**config.mk**
```make
export PLATFORM = sky130hd
export DESIGN_NAME = team_06_adc_capture
export DESIGN_NICKNAME = d
export VERILOG_FILES = /design/src/rtl/team_06_adc_pkg.sv /design/src/rtl/team_06_adc_capture.sv
export SDC_FILE = /design/constraint.sdc
export NUM_CORES = 1
export LEC_CHECK = 0
export BUFFER_PORTS_ARGS = -buffer_cell sky130_fd_sc_hd__buf_2
export CAP_MARGIN = 20
export CORE_MARGIN = 2
export CORE_UTILIZATION = 28
export DETAILED_ROUTE_END_ITERATION = 10
export MAX_ROUTING_LAYER = met4
export PLACE_DENSITY = 0.56
export SYNTH_ARGS = -nofsm -noshare
export SYNTH_HDL_FRONTEND = slang
export SYNTH_SLANG_ARGS = --single-unit
```
**constraint.sdc**
```tcl
create_clock -name spiclk -period 1.3 [get_ports spiclk]
set_input_delay 0.26 -clock spiclk [delete_from_list [all_inputs] [get_ports spiclk]]
set_output_delay 0.26 -clock spiclk [all_outputs]
set_load 0.005 [all_outputs]
```
**src/rtl/team_06_adc_pkg.sv**
```systemverilog
// Shared types and sizing helpers for the team_06 SPI ADC capture block.
package team_06_adc_pkg;

  typedef enum logic [1:0] {
    IDLE  = 2'd0,
    LEAD  = 2'd1,
    SHIFT = 2'd2,
    GAP   = 2'd3
  } adc_state_t;

  // Channel index width; a single channel still gets a 1-bit (always 0) tag.
  function automatic int ch_width(input int n);
    return (n > 1) ? $clog2(n) : 1;
  endfunction

  function automatic int max3(input int a, input int b, input int c);
    int m;
    m = (a > b) ? a : b;
    return (m > c) ? m : c;
  endfunction

endpackage

```
**src/rtl/team_06_adc_capture.sv**
```systemverilog
// SPI ADC frame sequencer and deserializer with a round-robin channel tag and a
// one-word holding register. Define TEAM_06_ADC_TWOS_EN to flip each word's MSB.
module team_06_adc_capture
  import team_06_adc_pkg::*;
#(
  parameter int DATA_W    = 8,
  parameter int NUM_CH    = 1,
  parameter int LEAD_BITS = 0,
  parameter int GAP_CYC   = 1,
  localparam int CH_W     = ch_width(NUM_CH)
) (
  input  logic              spiclk,
  input  logic              rst,
  input  logic              en,
  input  logic              adc_serial_in,
  output logic              adc_cs_n,
  output logic [CH_W-1:0]   ch_sel,
  output logic              busy,
  output logic [DATA_W-1:0] sample_data,
  output logic [CH_W-1:0]   sample_ch,
  output logic              sample_valid,
  input  logic              sample_ready,
  output logic              overrun,
  input  logic              overrun_clr,
  output adc_state_t        state_dbg
);

  localparam int CNT_W = $clog2(max3(DATA_W, LEAD_BITS, GAP_CYC) + 1);
  localparam logic [CNT_W-1:0] DATA_LAST = CNT_W'(DATA_W - 1);
  localparam logic [CNT_W-1:0] LEAD_LAST = CNT_W'(LEAD_BITS - 1);
  localparam logic [CNT_W-1:0] GAP_LAST  = CNT_W'(GAP_CYC - 1);
  localparam logic [CH_W-1:0]  CH_LAST   = CH_W'(NUM_CH - 1);
  localparam adc_state_t       FIRST_ST  = (LEAD_BITS == 0) ? SHIFT : LEAD;

  adc_state_t        state;
  logic [CNT_W-1:0]  cnt;
  logic [DATA_W-2:0] shreg;
  logic [DATA_W-1:0] word_raw;
  logic [DATA_W-1:0] word_ld;
  logic [CH_W-1:0]   ch_next;

  assign word_raw = {shreg, adc_serial_in};

`ifdef TEAM_06_ADC_TWOS_EN
  assign word_ld = word_raw ^ {1'b1, {(DATA_W-1){1'b0}}};
`else
  assign word_ld = word_raw;
`endif

  assign ch_next   = (ch_sel == CH_LAST) ? '0 : ch_sel + CH_W'(1);
  assign busy      = (state != IDLE);
  assign state_dbg = state;

  // Handshake: a word transfers on any edge where sample_valid && sample_ready;
  // sample_valid never drops without a transfer, and a word completing while the
  // register is full and not being drained is dropped and flagged in overrun.
  always_ff @(posedge spiclk or negedge rst) begin
    if (!rst) begin
      state        <= IDLE;
      cnt          <= '0;
      shreg        <= '0;
      adc_cs_n     <= 1'b1;
      ch_sel       <= '0;
      sample_data  <= '0;
      sample_ch    <= '0;
      sample_valid <= 1'b0;
      overrun      <= 1'b0;
    end else begin
      if (sample_valid && sample_ready) sample_valid <= 1'b0;
      if (overrun_clr) overrun <= 1'b0;

      case (state)
        IDLE: begin
          if (en) begin
            adc_cs_n <= 1'b0;
            cnt      <= '0;
            state    <= FIRST_ST;
          end
        end
        LEAD: begin
          if (cnt == LEAD_LAST) begin
            cnt   <= '0;
            state <= SHIFT;
          end else begin
            cnt <= cnt + CNT_W'(1);
          end
        end
        SHIFT: begin
          shreg <= word_raw[DATA_W-2:0];
          if (cnt == DATA_LAST) begin
            cnt      <= '0;
            state    <= GAP;
            adc_cs_n <= 1'b1;
            ch_sel   <= ch_next;
            if (!sample_valid || sample_ready) begin
              sample_data  <= word_ld;
              sample_ch    <= ch_sel;
              sample_valid <= 1'b1;
            end else begin
              // Later assignment overrides a same-edge clear: set wins.
              overrun <= 1'b1;
            end
          end else begin
            cnt <= cnt + CNT_W'(1);
          end
        end
        GAP: begin
          if (cnt == GAP_LAST) begin
            cnt <= '0;
            if (en) begin
              adc_cs_n <= 1'b0;
              state    <= FIRST_ST;
            end else begin
              state <= IDLE;
            end
          end else begin
            cnt <= cnt + CNT_W'(1);
          end
        end
        default: state <= IDLE;
      endcase
    end
  end

endmodule

```
==> impl_metrics.csv <==
group,metric,value,unit
sta,slew_headroom,64.88,%
setup_path,cp-start-kind,"register",
power_and_ir_drop,power_density,2534,nW/um2
sta,maxSlewViolCount,0,
hold_path,min_path_cells,2,
hold_path,hold_start,"overrun_clr",
route,viasPerCell,4.684,
synth,netlist_area,1087,um2
synth,avgSynthCellArea,12.22,um2
floorplanning,core_area,3689,um2
placed_design,routabilityCongestion,0.8120,
setup_path,reg2reg_depth,4,
sta,period_share,112.6,%
setup_path,reg2reg_slack,-0.16,ns
power_and_ir_drop,cell_internal_pwr,2.642,mW
placed_design,dp_cells,162,
power_and_ir_drop,p_sw_share,31.44,%
setup_path,r2r-start,"cnt[0]",
clocking,ctsRootBufferMaster,"clkbuf_8",
synth,synthArstFlopShare,100.0,%
clocking,cts.clk_slew.worst_paths,0.09,ns
sta,hold_viol,0,
setup_path,cp-end-kind,"register",
route,drtIter0Drc,13,
synth,yosysUniqueCellTypes,30,
placed_design,port_buffers,19,
sta,finalSetupViolCount,23,
setup_path,worstSetupPathType,"register to register",
global_route,grt_use_total,12.39,%
route,antenna_left,0,
global_route,grt_max_degree,25,
floorplanning,chipHeight,66.32,um
outcome,violations,"negative setup slack",
power_and_ir_drop,power_switching,1.211,mW
sta,clock.fmax,0.6831,GHz
final_layout,multi_input_area,496.7,um2
synth,ys_seq_area_share,55.35,%
final_layout,nNetsFinal,135,
floorplanning,rows,22,
clocking,cts_buffer_depth,2,
final_layout,drive_gt1_share,55.56,%
setup_path,cp_max_fo,8,
sta,fin_worst_skew,0.004247,ns
global_route,antenna_found_initial,0,
final_layout,layout.cells.non_filler,174,
synth,synth-edff-count,0,
setup_path,cp.required,1.45,ns
synth,synth-seq-cells,24,
power_and_ir_drop,clkPwrFrac,17.0,%
setup_path,cpPeakStageDelay,0.40,ns
clocking,cts_tree,"done",
route,routed_wl,2.423,mm
route,first_pass_iters,4,
outcome,outcome,"complete, but fails checks",
route,wire_per_inst,13.93,um
synth,yosysWarnings,0,
clocking,clock_latency,0.27,ns
floorplanning,initial_utilization,29.48,%
route,drc_errors,0,
hold_path,holdPathEnd,"overrun",
floorplanning,die-area,4398,um2
floorplanning,die_width,66.32,um
global_route,grt_pass1_wl,3.960,mm
setup_path,rr_endpoint,"sample_data[5]",
placed_design,dp_hpwl,1.631,mm
job,cap_violations,0,
synth,postSynthCellCount,89,
placed_design,placed_cell_area,1287,um2
final_layout,diodes,0,
sta,tightest_slew,0.5268,ns
route,via_count,815,
final_layout,final_area,1520,um2
synth,synth_top_flop_cell,"dfrtp_1",
sta,setup_ws,-0.1639,ns
final_layout,areaGrowthSynthToFinish,39.82,%
clocking,cts_sinks,24,
sta,post-route-min-period,1.464,ns
power_and_ir_drop,finalPower,3.853,mW
final_layout,fillers,366,
power_and_ir_drop,p_leak,0.7291,nW
power_and_ir_drop,seq_power_share,35.8,%
sta,rsz0062_at_grt,"true",
hold_path,holdCritPathClass,"primary input to register",
clocking,h-tree-depth,1,
global_route,grt_pass1_vias,861,
setup_path,crit_chain,"ha_2 -> and4bb_2 -> nand3_4 -> mux2_2",
clocking,cts_buffers,3,
setup_path,cp.arrival,1.62,ns
floorplanning,io_pins,22,
global_route,grt_overflow_total,0,
power_and_ir_drop,peakVddDrop,0.8759,mV
final_layout,register_area,603.1,um2
power_and_ir_drop,power_frac_comb,47.2,%
setup_path,crit_path_top_delay_cell,"dfrtp_1",
-- stage by stage --
step           util [%]  setup TNS [ns]  setup WS [ns]  hold slack, ns
2_1_floorplan         -         -0.7876       -0.09645        -0.03559
3_3_place_gp      34.91          -1.460        -0.1156          0.2655
3_5_place_dp      34.91          -2.030        -0.1821          0.2738
4_1_cts           39.48          -2.015        -0.1828          0.1584
5_1_grt           41.21          -3.338        -0.2074          0.1881
6_report          41.21          -2.212        -0.1639          0.1669
-- cell families (layout without fill, tap and decap cells) --
group                    after synthesis  count (layout)  share of synthesized area [%]
AO/OA/AOI/OAI                         12              12                          7.365
adder cells (fa/ha/maj)                2               2                          2.301
buffers and inverters                 12              48                          6.098
flip-flops                            24              24                          55.35
multiplexers                          15              15                          15.53
other                                  1               2                         0.3449
AND/OR/NAND/NOR                       23              23                          13.00
-- layout by cell type (no fill, tap or decap), drive strengths merged, types with 2 or more instances in the layout --
cell,n
nand2,8
clkbuf,3
buf,37
dfrtp,23
o21ai,4
inv,6
o22ai,2
conb,2
mux2,15
ha,2
nand3,6
-- sequential cells by signal, summed over array words and instances, names as in the netlist --
name and count:
adc_cs_n 1, cnt 4, overrun 1, sample_data 8
sample_valid 1, shreg 7, state_dbg 2
-- power by group through the flow --
stage               clock, mW  sequential, mW  combinational (mW)
floorplan                   0            1.31               0.860
global placement            0            1.35                1.26
detailed placement          0            1.37                1.32
CTS                     0.675            1.36                1.58
global route            0.702            1.43                1.99
finish                  0.654            1.38                1.82
-- worst max-delay path by stage --
stage	from	end	slack [ns]	cells after the start
after global routing	cnt[1]	cnt[3]	-0.21	6
after global placement	cnt[0]	cnt[0]	-0.12	6
after CTS	state_dbg[0]	busy	-0.18	4
final	cnt[0]	sample_data[5]	-0.16	4
after floorplan	cnt[1]	sample_data[0]	-0.1	4
after detailed placement	cnt[1]	sample_data[6]	-0.18	4
-- cells in the mapped netlist (2+ instances only) --
cell type   n  area [um2]
dfrtp_1    23       575.6
inv_1       6       22.52
o21ai_0     4       20.02
mux2_2     15       168.9
o22ai_1     2       12.51
nand3_1     5       25.02
buf_4       3       22.52
nand2_1     8       30.03
ha_1        2       25.02
-- area by class of cell --
class,count,area share (%)
clock buffer,3,2.716
clock inverter,1,1.975
inverter,6,1.646
multi-input combinational,54,32.67
sequential,24,39.67
tap,48,3.951
timing repair buffer,38,17.37
-- routing by layer --
layer / vias up / routed length, um / GRT usage, % / share of wire [%]
li1: 381 / - / - / -
met1: 408 / 1037 / 14.15 / 43
met2: 22 / 1245 / 21.13 / 51
met3: 4 / 79 / 0.8518 / 3.3
met4: 0 / 60 / 7.653 / 2.5
met5: - / 0 / - / 0
-- what timing repair did --
action | CTS | global route
pin swaps | 4 | 2
endpoints found under the hold margin | 23 | 0
hold buffers | 1 | 0
setup endpoints to repair | 16 | 25
resized for setup | 10 | 17
buffers inserted | 8 | 1
-- worst max-delay path, delay by kind of cell, from the launching register on --
kind,cells,cell delay (ns)
DFF,1,0.40
and+or+nand+nor,2,0.39
muxes,1,0.36
adders and majority gates,1,0.19
No activity file was read; power rests on OpenSTA's default activity.
